### src/rtl/sa_pkg.sv
// Shared constants, state type and latency helper for the systolic array controller.
package sa_pkg;

  localparam int ROWS_DEF   = 4;
  localparam int COLS_DEF   = 6;
  localparam int DW_DEF     = 16;
  localparam int CNT_W_DEF  = 16;
  localparam int PE_LAT_DEF = 1;

  typedef enum logic [2:0] {
    IDLE,
    LOAD_W,
    WLOAD,
    STREAM,
    DRAIN
  } sa_state_e;

  // Cycles from an accepted vector to its last column leaving the array, deskew included.
  function automatic int sa_latency(input int rows, input int cols, input int pe_lat);
    return 1 + pe_lat * (rows + cols - 1);
  endfunction

  localparam int L_DEF = sa_latency(ROWS_DEF, COLS_DEF, PE_LAT_DEF);

endpackage

### src/rtl/sa_skew_line.sv
// Fixed-depth single-lane delay line used for the ifmap row skew and the psum column deskew.
module sa_skew_line #(
  parameter int DEPTH = 1,
  parameter int DW    = 16
) (
  input  logic          clk,
  input  logic          rst,
  input  logic [DW-1:0] d,
  output logic [DW-1:0] q
);

  logic [DW-1:0] pipe_q [DEPTH];
  logic [DW-1:0] pipe_d [DEPTH];

  always_comb begin
    pipe_d[0] = d;
    for (int k = 1; k < DEPTH; k++) pipe_d[k] = pipe_q[k-1];
  end

  // NOTE: the stages are reset, not left as bare storage, so nothing stale reaches the array after rst.
  always_ff @(posedge clk or negedge rst) begin
    if (!rst) begin
      for (int k = 0; k < DEPTH; k++) pipe_q[k] <= '0;
    end else begin
      for (int k = 0; k < DEPTH; k++) pipe_q[k] <= pipe_d[k];
    end
  end

  assign q = pipe_q[DEPTH-1];

endmodule

### src/rtl/systolic_array_ctrl.sv
// Weight-stationary scheduler: loads one weight tile per job, skews ifmap rows in, deskews psum columns out.
// Optional perf counters (perf_busy_cyc, perf_bubble_cyc) are built when SA_CTRL_PERF_EN is defined.
module systolic_array_ctrl
  import sa_pkg::*;
#(
  parameter int ROWS   = ROWS_DEF,
  parameter int COLS   = COLS_DEF,
  parameter int DW     = DW_DEF,
  parameter int CNT_W  = CNT_W_DEF,
  parameter int PE_LAT = PE_LAT_DEF
) (
  input  logic                      clk,
  input  logic                      rst,
  input  logic                      start,
  input  logic [CNT_W-1:0]          num_vec,
  output logic                      busy,
  output logic                      done,
  input  logic                      w_valid,
  input  logic [ROWS*COLS*DW-1:0]   w_data,
  output logic                      w_ready,
  input  logic                      in_valid,
  input  logic [ROWS*DW-1:0]        in_data,
  output logic                      in_ready,
  output logic                      arr_load_en,
  output logic [ROWS*COLS*DW-1:0]   arr_weights,
  output logic [ROWS*DW-1:0]        arr_ifmap_west,
  input  logic [COLS*DW-1:0]        arr_psum_south,
  output logic                      out_valid,
  output logic [COLS*DW-1:0]        out_data
`ifdef SA_CTRL_PERF_EN
  ,
  output logic [CNT_W-1:0]          perf_busy_cyc,
  output logic [CNT_W-1:0]          perf_bubble_cyc
`endif
);

  localparam int L = sa_latency(ROWS, COLS, PE_LAT);

  sa_state_e                 state_q, state_d;
  logic [CNT_W-1:0]          num_q, num_d;
  logic [CNT_W-1:0]          cnt_q, cnt_d;
  logic [ROWS*COLS*DW-1:0]   weights_q, weights_d;
  logic [ROWS*DW-1:0]        s0_q, s0_d;
  logic [L-1:0]              vld_q, vld_d;
  logic                      out_valid_q, out_valid_d;
  logic [COLS*DW-1:0]        out_data_q, out_data_d;
  logic                      done_q, done_d;
  logic                      accept;
  logic [COLS*DW-1:0]        psum_deskew;

  // NOTE: every signal written here gets a default first, so no path leaves one unassigned (no latch).
  always_comb begin
    state_d     = state_q;
    num_d       = num_q;
    cnt_d       = cnt_q;
    weights_d   = weights_q;
    done_d      = 1'b0;
    accept      = 1'b0;
    w_ready     = 1'b0;
    in_ready    = 1'b0;
    arr_load_en = 1'b0;
    unique case (state_q)
      IDLE: begin
        if (start) begin
          num_d   = num_vec;
          cnt_d   = '0;
          state_d = LOAD_W;
        end
      end
      LOAD_W: begin
        w_ready = 1'b1;
        if (w_valid) begin
          weights_d = w_data;
          state_d   = WLOAD;
        end
      end
      WLOAD: begin
        arr_load_en = 1'b1;
        state_d     = (num_q == '0) ? DRAIN : STREAM;
      end
      STREAM: begin
        in_ready = (cnt_q < num_q);
        accept   = in_valid & in_ready;
        if (accept) begin
          cnt_d = cnt_q + 1'b1;
          if (cnt_d == num_q) state_d = DRAIN;
        end
      end
      DRAIN: begin
        // done lands one cycle after the last out_valid, which is still in its output register here.
        if (vld_q == '0) begin
          done_d  = 1'b1;
          state_d = IDLE;
        end
      end
      default: state_d = IDLE;
    endcase

    // Idle cycles push zeros with a 0 tag so the array keeps marching without a stall input.
    s0_d        = accept ? in_data : '0;
    vld_d       = {vld_q[L-2:0], accept};
    out_valid_d = vld_q[L-1];
    out_data_d  = vld_q[L-1] ? psum_deskew : '0;
  end

  // NOTE: state registers use non-blocking assignments so every flop samples pre-edge values.
  always_ff @(posedge clk or negedge rst) begin
    if (!rst) begin
      state_q     <= IDLE;
      num_q       <= '0;
      cnt_q       <= '0;
      weights_q   <= '0;
      s0_q        <= '0;
      vld_q       <= '0;
      out_valid_q <= 1'b0;
      out_data_q  <= '0;
      done_q      <= 1'b0;
    end else begin
      state_q     <= state_d;
      num_q       <= num_d;
      cnt_q       <= cnt_d;
      weights_q   <= weights_d;
      s0_q        <= s0_d;
      vld_q       <= vld_d;
      out_valid_q <= out_valid_d;
      out_data_q  <= out_data_d;
      done_q      <= done_d;
    end
  end

  assign busy        = (state_q != IDLE);
  assign done        = done_q;
  assign arr_weights = weights_q;
  assign out_valid   = out_valid_q;
  assign out_data    = out_data_q;

  for (genvar i = 0; i < ROWS; i++) begin : g_skew
    if (i == 0) begin : g_direct
      assign arr_ifmap_west[0 +: DW] = s0_q[0 +: DW];
    end else begin : g_delay
      sa_skew_line #(.DEPTH(i*PE_LAT), .DW(DW)) u_line (
        .clk (clk),
        .rst (rst),
        .d   (s0_q[i*DW +: DW]),
        .q   (arr_ifmap_west[i*DW +: DW])
      );
    end
  end

  for (genvar j = 0; j < COLS; j++) begin : g_deskew
    if (j == COLS-1) begin : g_direct
      assign psum_deskew[j*DW +: DW] = arr_psum_south[j*DW +: DW];
    end else begin : g_delay
      sa_skew_line #(.DEPTH((COLS-1-j)*PE_LAT), .DW(DW)) u_line (
        .clk (clk),
        .rst (rst),
        .d   (arr_psum_south[j*DW +: DW]),
        .q   (psum_deskew[j*DW +: DW])
      );
    end
  end

`ifdef SA_CTRL_PERF_EN
  logic [CNT_W-1:0] perf_busy_q, perf_busy_d;
  logic [CNT_W-1:0] perf_bub_q, perf_bub_d;

  always_comb begin
    perf_busy_d = perf_busy_q;
    perf_bub_d  = perf_bub_q;
    if (state_q == IDLE && start) begin
      perf_busy_d = '0;
      perf_bub_d  = '0;
    end else begin
      if (busy && !(&perf_busy_q)) perf_busy_d = perf_busy_q + 1'b1;
      if (state_q == STREAM && in_ready && !in_valid && !(&perf_bub_q))
        perf_bub_d = perf_bub_q + 1'b1;
    end
  end

  always_ff @(posedge clk or negedge rst) begin
    if (!rst) begin
      perf_busy_q <= '0;
      perf_bub_q  <= '0;
    end else begin
      perf_busy_q <= perf_busy_d;
      perf_bub_q  <= perf_bub_d;
    end
  end

  assign perf_busy_cyc   = perf_busy_q;
  assign perf_bubble_cyc = perf_bub_q;
`endif

endmodule

### config.mk
export PLATFORM = sky130hd
export DESIGN_NAME = systolic_array_ctrl
export DESIGN_NICKNAME = d
export VERILOG_FILES = /design/src/rtl/sa_pkg.sv /design/src/rtl/sa_skew_line.sv /design/src/rtl/systolic_array_ctrl.sv
export SDC_FILE = /design/constraint.sdc
export NUM_CORES = 1
export LEC_CHECK = 0
export ABC_CLOCK_PERIOD_IN_PS = 3300
export BUFFER_PORTS_ARGS = -buffer_cell sky130_fd_sc_hd__buf_2
export CORE_AREA = 2 2 429 431
export DETAILED_ROUTE_END_ITERATION = 7
export DIE_AREA = 0 0 431 433
export GPL_TIMING_DRIVEN = 0
export HOLD_SLACK_MARGIN = 0.06
export SLEW_MARGIN = 20
export SYNTH_ARGS = -nofsm -noshare
export SYNTH_HDL_FRONTEND = slang
export SYNTH_SLANG_ARGS = --single-unit
### constraint.sdc
create_clock -name clk -period 3.3 [get_ports clk]
set_input_delay 0.165 -clock clk [delete_from_list [all_inputs] [get_ports clk]]
set_output_delay 0.165 -clock clk [all_outputs]
set_load 0.05 [all_outputs]
# After elaboration in Yosys (flattened, before gate mapping)
# Index checks and enable logic that the tools add are counted.
# classes
bitwise	1
reduce_logical	9
mux	18
n_eq_ne	10
magnitude_cmp	1
add_sub_neg	1
# op_table
cell	n
$mux 96	1
$mux 64	1
$mux 16	2
$pmux 16 s2	1
$mux 3	6
$add 16x1->16 const B	1
$eq 16x16->1	1
$logic_not 16->1	1
$lt 16x16->1	1
$pmux 3 s5	1
$logic_not 10->1	1
$ne 2x2->1 const B	5
$eq 3x2->1 const B	2
$mux 1	6
$reduce_and 5->1	1
$reduce_and 2->1	2
$eq 3x1->1 const B	1
$eq 3x3->1 const B	1
$logic_not 3->1	1
$reduce_and 3->1	1
$reduce_bool 3->1	1
$reduce_bool 2->1	1
$and 1x1->1	1
# totals
out_inout_bits	550
word_cells	70
inputBits	565
ff_bits	927

# Logic depth before layout (Yosys ltp)
# depth
ltp_word	5
mapped_depth	10
mapped_depth_nobuf	9

# Modules after synthesis
# From an unflattened synthesis, not the netlist that was laid out.
# unflattened
hier_cells	1803
area_unflattened_um2	30708.2
# by_module_without_submodules
mod	cells_each	area_each_um2	instances	seq_area_each_um2
systolic_array_ctrl	1467	22300.1	1	14789.2
sa_skew_line at g_deskew[2].g_delay.u_line ...	48	1201.2	2	1201.2
sa_skew_line at g_deskew[0].g_delay.u_line	80	2001.9	1	2001.9
sa_skew_line at g_deskew[1].g_delay.u_line	64	1601.5	1	1601.5
sa_skew_line at g_deskew[3].g_delay.u_line ...	32	800.8	2	800.8
sa_skew_line at g_deskew[4].g_delay.u_line ...	16	400.4	2	400.4

# Least setup slack after synthesis
# Ideal clock, no wire load.
# synth_timing
path_type	register -> register
from	register, netlist name vld_q[9]
to	register weights_q[323], in the netlist arr_weights[323]
t_required_ns	3.175
setup_slack_ns	0.876
path_buffers	2
setup_time_ns	0.125
synth_period_minus_slack_ns	2.424
path_stages_with_launch	9
t_arrival_ns	2.299
cell_sequence	dfrtp_1 nor4_1 nand3_1 a31oi_1 nor2_1 nor3_1 clkbuf_1 buf_4 mux2_2
# synth_lines
item	line_no	rtl
end signal, assigned	systolic_array_ctrl.sv:122	weights_q <= weights_d;
end, declared	systolic_array_ctrl.sv:42	logic [ROWS*COLS*DW-1:0] weights_q, weights_d;

# Worst setup path after layout
# layout_timing
from	register num_q[15]
to	register cnt_q[5]
# layout_between
elab_chain_len	4
# layout_rtl
item	line_no	rtl
start, declared	systolic_array_ctrl.sv:40	logic [CNT_W-1:0] num_q, num_d;
start signal, assigned	systolic_array_ctrl.sv:120	num_q <= num_d;
$lt 16x16->1	systolic_array_ctrl.sv:82	in_ready = (cnt_q < num_q);
$and 1x1->1	systolic_array_ctrl.sv:83	accept = in_valid & in_ready;
$ne 2x2->1 (no line)	-	
$reduce_and 3->1 (no line)	-	
end signal, assigned	systolic_array_ctrl.sv:121	cnt_q <= cnt_d;
end, declared	systolic_array_ctrl.sv:41	logic [CNT_W-1:0] cnt_q, cnt_d;
# Every way passes these cells.
# A chain may end at the register's enable or synchronous reset.

==> insert_results.sql <==
INSERT INTO impl_metrics (metric_group, metric, value, unit) VALUES
('sta', 'finalCriticalPeriod', '3.13', 'ns'),
('routing', 'drtIter0Drc', '1392', ''),
('yosys', 'synth.area.top_cells', 'sky130_fd_sc_hd__dfrtp_1 (76%), sky130_fd_sc_hd__mux2_2 (14%), sky130_fd_sc_hd__and2_1 (2.1%)', ''),
('routing', 'routed_via_density', '3.76', ''),
('grt', 'globalRouteMet2Util', '25.9', '%'),
('finish', 'num-fill-cells', '18520', ''),
('clocking', 'tritoncts', 'built', ''),
('yosys', 'synth_largest_type_area_fraction', '75.8', '%'),
('sta', 'timing.fmax', '319', 'MHz'),
('outcome', 'run_status', 'finished, final reports clean', ''),
('sta', 'headroom_to_the_max_slew_limit', '44.9', '%'),
('floorplanning', 'die_area', '187000', 'µm²'),
('sta', 'setup_viol_count_final', '0', ''),
('sta', 'fin_worst_hold_slack', '0.159', 'ns'),
('sta', 'rsz_0062_raised_after_global_routing', 'no', ''),
('finish', 'layoutNonFillerInstCount', '6173', ''),
('power', 'power.ir.vdd_worst', '443', 'µV'),
('yosys', 'synthFlopType', 'sky130_fd_sc_hd__dfrtp_1', ''),
('routing', 'via_count', '23197', ''),
('placed_design', 'place.gp.congestion', '0.915', ''),
('placed_design', 'port_buffers', '1114', ''),
('clocking', 'cts_root_buf', 'sky130_fd_sc_hd__clkbuf_16', ''),
('yosys', 'syn_nets', '2392', ''),
('yosys', 'synth.cell_area', '30600', 'µm²'),
('worst_setup_path', 'path_class', 'reg2reg', ''),
('worst_hold_path', 'hp-class', 'in2reg', ''),
('grt', 'grt_util_met1', '19.0', '%'),
('floorplanning', 'effective_utilization_at_floorplan', '16.8', '%'),
('finish', 'final_layout_size_suffix_gt1_share', '46.4', '%'),
('placed_design', 'post-place-cells', '5318', ''),
('sta', 'fin_crit_sh', '94.9', '%'),
('clocking', 'numCtsBuffers', '104', ''),
('yosys', 'synth_area_per_cell', '16.9', 'µm²'),
('yosys', 'number_of_synthesized_flops_with_an_enable_pin', '0', ''),
('clocking', 'max-clock-path-buffers', '3', ''),
('grt', 'antenna_found_initial', '60', ''),
('routing', 'drt_drc_violations_left', '0', ''),
('floorplanning', 'floorplan.die.width', '431', 'µm'),
('power', 'total_leakage_power', '25.6', 'nW'),
('yosys', 'synth.yosys.seq_area_share', '75.8', '%'),
('routing', 'total_routed_length', '154000', 'µm'),
('sta', 'final_max_tran_viols', '0', ''),
('clocking', 'cts_setup_buffers', '0', ''),
('yosys', 'post_synth_inst_count', '1810', ''),
('finish', 'mostFrequentLayoutCells', 'sky130_fd_sc_hd__buf_2 (1145), sky130_fd_sc_hd__dfrtp_1 (926), sky130_fd_sc_hd__dlygate4sd3_1 (641), sky130_fd_sc_hd__mux2_2 (387), sky130_fd_sc_hd__clkbuf_16 (105)', ''),
('routing', 'final_antenna_net_count', '0', ''),
('grt', 'first_global_vias', '24595', ''),
('worst_setup_path', 'setup.worst_path.end_class', 'flip-flop', ''),
('yosys', 'netlist-cell-type-count', '46', ''),
('sta', 'fin_worst_skew', '0.0505', 'ns'),
('finish', 'syn_to_final_growth', '62.9', '%'),
('sta', 'timing_worst_slew_pin_value', '0.827', 'ns'),
('worst_setup_path', 'start_kind', 'flip-flop', ''),
('grt', 'grt_overflow', '0', ''),
('finish', 'stdcell_area', '49800', 'µm²'),
('run', 'max_cap_viol_count', '0', ''),
('floorplanning', 'std_cell_rows', '157', ''),
('grt', 'use_met3', '5.03', '%'),
('clocking', 'clk-insertion-delay-late', '0.75', 'ns'),
('clocking', 'cts_sinks', '927', ''),
('floorplanning', 'die_h', '433', 'µm'),
('worst_setup_path', 'critPathMaxFanout', '10', ''),
('power', 'power_density', '543', 'nW/µm²'),
('floorplanning', 'floorplan_core_area', '182000', 'µm²'),
('yosys', 'synth.yosys.warnings', '0', ''),
('placed_design', 'dp_hpwl', '124000', 'µm'),
('grt', 'largest_net_degree_at_the_start_of_global_routing', '128', ''),
('routing', 'dr.pass1.iters', '5', ''),
('grt', 'grt_first_pass_wirelength', '204000', 'µm'),
('worst_setup_path', 'ff2ff_setup_slack', '0.17', 'ns'),
('floorplanning', 'num_io_pins', '1115', '');
[flip-flops by register name, indices dropped and copies added (netlist names)]
name	cells
arr_weights	384
g_deskew.g_delay.u_line.pipe_d	160
out_data	96
g_deskew.g_delay.u_line.q	80
s0_q	64
g_skew.g_delay.u_line.q	48
g_skew.g_delay.u_line.pipe_d	48
cnt_q	16
num_q	16
vld_q	10
state_q	3
done	1
out_valid	1
[synth_stat cells (4+ instances only)]
cell	n
sky130_fd_sc_hd__a221o_1	11
sky130_fd_sc_hd__nand2_1	34
sky130_fd_sc_hd__buf_2	34
sky130_fd_sc_hd__dfrtp_1	927
sky130_fd_sc_hd__a21o_1	7
sky130_fd_sc_hd__or2_2	4
sky130_fd_sc_hd__xor2_1	7
sky130_fd_sc_hd__and2_1	102
sky130_fd_sc_hd__xnor2_1	14
sky130_fd_sc_hd__mux2_2	387
sky130_fd_sc_hd__clkbuf_1	43
sky130_fd_sc_hd__nand4_1	7
sky130_fd_sc_hd__and3_1	65
sky130_fd_sc_hd__o21ai_0	23
sky130_fd_sc_hd__nand3_1	10
sky130_fd_sc_hd__or3_1	4
sky130_fd_sc_hd__nor2_1	17
sky130_fd_sc_hd__nor3_1	10
sky130_fd_sc_hd__ha_1	17
sky130_fd_sc_hd__inv_1	22
sky130_fd_sc_hd__a211oi_1	5
sky130_fd_sc_hd__a21oi_1	8
sky130_fd_sc_hd__nor4_1	11
sky130_fd_sc_hd__buf_4	6
[cells by family (layout without fill, tap and decap cells)]
family / Yosys count / after routing / share of synthesized area, %
buffers and inverters: 106 / 2064 / 1.51
AO/OA/AOI/OAI: 73 / 73 / 1.71
flip-flops: 927 / 927 / 75.8
AND/OR/NAND/NOR: 277 / 277 / 5.31
adder cells (fa/ha/maj): 17 / 17 / 0.695
other: 0 / 20 / 0
XOR/XNOR: 21 / 21 / 0.601
multiplexers: 389 / 389 / 14.3
[cell type report]
type	instances	area, µm²	area share (%)
repair buffers	1765	12300	24.6
well taps	2385	2980	5.99
multi-input cells	777	6950	13.9
inverters	22	82.6	0.166
clock inverters	60	1020	2.05
clock buffers	133	2860	5.75
flip-flops and latches	927	23200	46.6
plain buffers	84	400	0.804
diodes	20	50.0	0.100
[path summary, 6_finish.rpt]
kind | startpoint | to | cells past startpoint
worst max register to register | num_q[15] | cnt_q[5] | 9
worst max-delay path | num_q[15] | cnt_q[5] | 9
worst min register to register | g_deskew[0].g_delay.u_line.pipe_d[31] | g_deskew[0].g_delay.u_line.pipe_d[15] | 0
worst min-delay path | arr_psum_south[5] | g_deskew[0].g_delay.u_line.pipe_d[53] | 2
max in group asynchronous | rst | arr_weights[5] | 6
min in group asynchronous | rst | out_data[53] | 4
[where the power goes]
part | total [W] | internal (W) | switching, W
Sequential | 0.0118 | 0.0117 | 0.000114
Combinational | 0.00226 | 0.000977 | 0.00128
Clock | 0.0130 | 0.00779 | 0.00518
Total | 0.0270 | 0.0205 | 0.00658
[metrics by stage]
step / total power, W / utilization [%] / setup WS, ns / TNS [ns]
finish: 0.0270 / 27.4 / 0.169 / 0
global route: 0.0281 / 27.3 / 0.00705 / 0
CTS: 0.0274 / 27.3 / 0.0630 / 0
detailed placement: 0.0136 / 21.6 / -0.579 / -140.01
global placement: 0.0136 / 21.5 / -17.93 / -
floorplan: 0.0126 / - / 0.876 / 0
[metal layers]
metal  up-vias  routed length (µm)  share of wire, %
met5         -                 288              0.19
met4        24                9470               6.2
met3       322               13100               8.5
met2      1028               71700                47
met1     11865               59400                39
li1       9958                   -                 -
[critical path: stages (launching register included)]
cell,delay (ns)
sky130_fd_sc_hd__dfrtp_1,0.40
sky130_fd_sc_hd__inv_1,0.09
sky130_fd_sc_hd__ha_1,0.33
sky130_fd_sc_hd__nand4_1,0.21
sky130_fd_sc_hd__nor4_2,0.47
sky130_fd_sc_hd__o21ai_1,0.23
sky130_fd_sc_hd__nand3_1,0.34
sky130_fd_sc_hd__clkbuf_1,0.51
sky130_fd_sc_hd__nor3_1,0.14
sky130_fd_sc_hd__a221o_1,0.29
[what timing repair did]
item / in CTS / in global routing
resized for setup: 11 / 7
gates cloned: 0 / 0
hold buffers: 642 / 0
setup endpoints to repair: 385 / 24
endpoints found under the hold margin: 932 / 0
Note: power is estimated with default switching activity, not from simulation.
